[src/rtl/lsu_cache_req_pkg.sv]
// lsu_cache_req_pkg: shared widths, access-size codes, byte-lane one-hots and FSM states
package lsu_cache_req_pkg;
  localparam int XLEN = 64;
  localparam int RD_W = 5;
  typedef enum logic [1:0] {SZ_B = 2'b00, SZ_H = 2'b01, SZ_W = 2'b10, SZ_D = 2'b11} size_e;
  localparam logic [7:0] DWHB_B = 8'h01;
  localparam logic [7:0] DWHB_H = 8'h02;
  localparam logic [7:0] DWHB_W = 8'h04;
  localparam logic [7:0] DWHB_D = 8'h08;
  typedef enum logic [1:0] {IDLE, REQ, WAIT, RESP} state_e;
  function automatic logic [7:0] dwhb(size_e s);
    return s == SZ_B ? DWHB_B : s == SZ_H ? DWHB_H : s == SZ_W ? DWHB_W : DWHB_D;
  endfunction
  function automatic logic misaligned(size_e s, logic [2:0] a);
    return s == SZ_H ? a[0] : s == SZ_W ? |a[1:0] : s == SZ_D ? |a : 1'b0;
  endfunction
endpackage

[src/rtl/lsu_load_align.sv]
// lsu_load_align: shifts the doubleword down to the accessed field and sign/zero-extends it
module lsu_load_align
  import lsu_cache_req_pkg::*;
(
  input  logic [XLEN-1:0] data,
  input  logic [2:0]      off,
  input  size_e           size,
  input  logic            uns,
  output logic [XLEN-1:0] res
);
  logic [XLEN-1:0] raw;
  assign raw = data >> {off, 3'b000};
  assign res = size == SZ_B ? {{56{~uns & raw[7]}}, raw[7:0]}
             : size == SZ_H ? {{48{~uns & raw[15]}}, raw[15:0]}
             : size == SZ_W ? {{32{~uns & raw[31]}}, raw[31:0]}
             : raw;
endmodule

[src/rtl/lsu_cache_req.sv]
// lsu_cache_req: memory-stage load/store unit driving the data-cache handshake and holding results for WB
module lsu_cache_req
  import lsu_cache_req_pkg::*;
(
  input  logic            clk,
  input  logic            reset_n,
  input  logic            ex_valid,
  output logic            ex_ready,
  input  logic            ex_is_load,
  input  logic            ex_is_store,
  input  logic [1:0]      ex_size,
  input  logic            ex_unsigned,
  input  logic [XLEN-1:0] ex_addr,
  input  logic [XLEN-1:0] ex_wdata,
  input  logic [RD_W-1:0] ex_rd,
  output logic            cache_valid,
  output logic            op_read,
  output logic [XLEN-1:0] read_address,
  output logic [XLEN-1:0] write_address,
  output logic [XLEN-1:0] write_data,
  output logic [7:0]      write_shifter,
  output logic [7:0]      write_DWHB,
  input  logic            cache_ready,
  input  logic            cache_out_valid,
  input  logic [XLEN-1:0] cache_data,
  output logic            wb_valid,
  input  logic            wb_ready,
  output logic [XLEN-1:0] wb_data,
  output logic [RD_W-1:0] wb_rd,
  output logic            wb_wen,
  output logic            wb_misalign
);
  state_e state, state_nx;
  size_e size;
  logic uns, accept, mem_op, mis;
  logic [XLEN-1:0] addr, wdata, ld_data;
  logic [7:0] dwhb_r;
  assign accept = ex_valid && state == IDLE;
  assign mem_op = ex_is_load || ex_is_store;
  assign mis = mem_op && misaligned(size_e'(ex_size), ex_addr[2:0]);
  assign ex_ready = state == IDLE;
  assign cache_valid = state == REQ;
  assign wb_valid = state == RESP;
  assign read_address = addr;
  assign write_address = addr;
  assign write_data = wdata;
  assign write_shifter = {addr[2:0], 3'b000};
  assign write_DWHB = dwhb_r;
  lsu_load_align u_align (.data(cache_data), .off(addr[2:0]), .size(size), .uns(uns), .res(ld_data));
  always_ff @(posedge clk or negedge reset_n)
    if (!reset_n) state <= IDLE;
    else state <= state_nx;
  always_comb begin
    state_nx = state;
    if (state == IDLE && ex_valid) state_nx = mem_op && !mis ? REQ : RESP;
    if (state == REQ && cache_ready) state_nx = WAIT;
    if (state == WAIT && cache_out_valid) state_nx = RESP;
    if (state == RESP && wb_ready) state_nx = IDLE;
  end
  // Misaligned and pass-through results are final at accept; memory ops overwrite on response.
  always_ff @(posedge clk or negedge reset_n)
    if (!reset_n) begin
      op_read <= 1'b0;
      size <= SZ_B;
      uns <= 1'b0;
      addr <= '0;
      wdata <= '0;
      dwhb_r <= '0;
      wb_rd <= '0;
      wb_data <= '0;
      wb_wen <= 1'b0;
      wb_misalign <= 1'b0;
    end else if (accept) begin
      op_read <= ex_is_load;
      size <= size_e'(ex_size);
      uns <= ex_unsigned;
      addr <= ex_addr;
      wdata <= ex_wdata;
      dwhb_r <= dwhb(size_e'(ex_size));
      wb_rd <= ex_rd;
      wb_data <= mem_op ? '0 : ex_wdata;
      wb_wen <= !mem_op;
      wb_misalign <= mis;
    end else if (state == WAIT && cache_out_valid) begin
      wb_data <= op_read ? ld_data : '0;
      wb_wen <= op_read;
    end
endmodule

[config.mk]
export PLATFORM = sky130hd
export DESIGN_NAME = lsu_cache_req
export DESIGN_NICKNAME = d
export VERILOG_FILES = /design/src/rtl/lsu_cache_req_pkg.sv /design/src/rtl/lsu_load_align.sv /design/src/rtl/lsu_cache_req.sv
export SDC_FILE = /design/constraint.sdc
export NUM_CORES = 1
export LEC_CHECK = 0
export CELL_PAD_IN_SITES_DETAIL_PLACEMENT = 1
export CELL_PAD_IN_SITES_GLOBAL_PLACEMENT = 1
export CORE_ASPECT_RATIO = 1.75
export CORE_MARGIN = 1.5
export CORE_UTILIZATION = 31
export DETAILED_ROUTE_END_ITERATION = 7
export GPL_TIMING_DRIVEN = 0
export PLACE_DENSITY = 0.79
export SLEW_MARGIN = 25
export SYNTH_ARGS = -nofsm -noshare
export SYNTH_HDL_FRONTEND = slang
export SYNTH_SLANG_ARGS = --single-unit
[constraint.sdc]
create_clock -name clk -period 2.7 [get_ports clk]
set_input_delay 0.675 -clock clk [delete_from_list [all_inputs] [get_ports clk]]
set_output_delay 0.675 -clock clk [all_outputs]
set_load 0.05 [all_outputs]
==> impl_metrics.ini <==
[global_route]
grt_pass1_vias = 13116
grt_pass1_wl_um = 83300
overflow = 0
grt_max_degree = 78
track_usage_pct = 30.10
antenna_found_initial = 3

[cts]
cts_setup_buffers = 0
h-tree-depth = 1
clock_sink_count = 209
insertion_delay_ps = 530
postCtsHoldBufs = 0
cts_tree = built
cts.reportedPaths.clkPinSlew_ps = 70
cts-root-buf = clkbuf_16
cts_inserted_buffers = 22
cts_buffer_depth = 3

[yosys]
syn_area_um2 = 11150
ys_seq_area_share_pct = 46.92
synth_flop_cell = dfrtp_1
synth_top_area_share_pct = 46.92
synth_largest_area_cell = dfrtp_1
synth_cell_types = 51
synthTopCellsByArea = dfrtp_1, nand2_1, buf_4
synth_commonest_cells = nand2_1, dfrtp_1, buf_4, clkbuf_1, o21ai_0
syn_avg_cell_area_um2 = 8.708
synth_edf_count = 0
yosysWarnings = 0
synth_cells = 1280
synthArstFlopShare_pct = 100.0
yosys_register_bits = 209
yosysMostFrequentCell = nand2_1

[placement]
placedCellCount = 2236
placed_cell_area_um2 = 16630
routabilityCongestion = 0.9566
portBuffers = 481
dp.final_hpwl_um = 45930

[floorplan]
row_count = 91
initial_core_util_pct = 31.58
die-area_um2 = 37140
io_pins = 491
coreArea_um2 = 35300
die_w_um = 146.3
die_h_um = 253.8

[routing]
highest_layer = met5
post_drt_wl_per_cell_um = 24.98
wirelength_um = 56910
vias = 11930
route.met3.wl_um = 3000
drt_iter0_markers = 428
drc = 0
via_per_inst = 5.237
wl_met2_um = 31150
drt-met1-wl_um = 18840
drtPass1Iterations = 4
ant_nets = 0

[job]
maxCapViolations = 0

[layout]
nNetsFinal = 2001
final_core_util_pct = 49.69
final_cells = 2278
area_growth_pct = 57.35
drive_gt1_share_pct = 12.27
design_area_um2 = 17540
n_fill_cell = 4157

[power_and_ir_drop]
p_leak_nw = 7.778
power.total_mw = 27.05
p_per_area_nw_per_um2 = 1542
ir_drop_v = 0.0007439

[setup_path]
crit_arrival_ps = 3190
end_kind = register
required_ps = 3160
worstSetupPathType = reg -> reg
crit_fanout = 10
critPathLaunchType = register

[timing]
rsz0062_at_grt = true
setup_viol = 1
fin_ws_ps = -36.71
worstMarginPinSlew_ps = 808.1
maxSlewViolCount = 0
finClkSkew_ps = 15.46
maxSlewHeadroom_pct = 46.13
finalHoldViolCount = 0
tns_ps = -36.71
max_freq_mhz = 365.4
period_minus_slack_ps = 2737
fin_crit_sh_pct = 101.4

[run_status]
outcome = finished with violations
violations = negative setup slack

[worst_hold_path]
holdCritPathClass = in -> async
registers in the layout, indices dropped and copies added (netlist names):
| register | count |
|---|---|
| read_address | 64 |
| wb_data | 64 |
| write_data | 64 |
| wb_rd | 5 |
| write_DWHB | 4 |
| size | 2 |
| state | 2 |
| op_read | 1 |
| uns | 1 |
| wb_misalign | 1 |
| wb_wen | 1 |
routing by layer:
| layer | global-route usage, % | up-vias |
|---|---|---|
| met5 | 0 | - |
| met4 | 19.16 | 2 |
| li1 | - | 5317 |
| met2 | 57.78 | 518 |
| met3 | 5.458 | 169 |
| met1 | 29.30 | 5924 |
placed cells by master, fill, tap and decap left out, types with 4 or more instances in the layout:
master / netlist / final
a211oi_1: 4 / 4
a21o_1: 7 / 7
a21oi_1: 45 / 45
a221oi_1: 9 / 9
a22o_1: 7 / 7
a22oi_1: 29 / 29
a2bb2oi_1: 7 / 5
and2_1: 9 / 9
buf_2: 12 / 15
buf_4: 76 / 77
clkbuf_1: 75 / 48
clkbuf_16: 0 / 23
clkbuf_2: 0 / 25
clkbuf_4: 0 / 5
clkdlybuf4s50_1: 0 / 473
clkinv_2: 0 / 6
conb_1: 1 / 9
dfrtp_1: 209 / 209
diode_2: 0 / 4
dlygate4sd2_1: 0 / 7
mux2_2: 15 / 15
mux2i_1: 46 / 46
mux4_2: 9 / 9
nand2_1: 435 / 435
nand2b_1: 17 / 17
nand3b_1: 4 / 4
nor2_1: 41 / 39
nor2b_1: 9 / 8
o21ai_0: 67 / 66
o21ai_1: 12 / 13
o221ai_1: 19 / 18
o22ai_1: 18 / 18
o31ai_1: 12 / 10
o32ai_1: 9 / 9
o41ai_1: 7 / 7
or2_2: 17 / 17
or4_1: 9 / 9
final cells by class:
class	instances	area (um^2)	area share (%)
Timing Repair Buffer	483	4866	27.74
Inverter	3	12.51	0.07134
Multi-Input combinational cell	905	5091	29.03
Buffer	169	1007	5.743
Clock inverter	9	103.9	0.5921
Clock buffer	31	635.6	3.624
Tap cell	465	581.8	3.317
Sequential cell	209	5230	29.82
Antenna cell	4	10.01	0.05707
power by group:
| group | total, mW | internal [mW] | switching (mW) | leakage, nW |
|---|---|---|---|---|
| logic | 18.2 | 6.00 | 12.2 | 4.78 |
| clock network | 3.23 | 1.84 | 1.39 | 0.365 |
| registers | 5.62 | 4.53 | 1.09 | 2.63 |
| total | 27.1 | 12.4 | 14.7 | 7.78 |
metrics by stage:
step	setup slack, ps	hold slack (ps)
after floorplan	252.4	379.4
after global placement	-8162	455.5
after detailed placement	-912.7	461.2
after CTS	3.967	79.75
after global routing	-91.18	99.87
final	-36.71	71.98
cells by family (layout without fill, tap and decap cells):
logic type | Yosys count | count (layout) | share of synthesized area [%]
XOR/XNOR | 2 | 2 | 0.1572
flip-flops | 209 | 209 | 46.92
AO/OA/AOI/OAI | 271 | 271 | 16.17
buffers and inverters | 174 | 695 | 8.689
AND/OR/NAND/NOR | 553 | 553 | 20.57
multiplexers | 70 | 70 | 7.465
other | 1 | 13 | 0.03365
critical path, cell delays in order, from the launching register on:
cell	delay (ps)
dfrtp_1	520
clkbuf_2	280
buf_2	350
buf_4	290
mux4_2	570
nor3_1	400
a21oi_1	80
a21oi_1	160
what timing repair did:
action | in CTS | in global routing
setup endpoints to repair | 194 | 160
resized for setup | 41 | 42
pin swaps | 0 | 0
worst paths after layout:
path	end	start	slack, ps	depth (start not counted)
max	wb_data[3]	read_address[2]	-40	7
max reg2reg	wb_data[3]	read_address[2]	-40	7
max in group asynchronous	read_address[52]	reset_n	1790	2
min	write_data[0]	reset_n	70	1
min in group clk	write_data[26]	write_data[26]	470	2
min reg2reg	write_data[26]	write_data[26]	470	2
(Power assumes the default switching activity.)
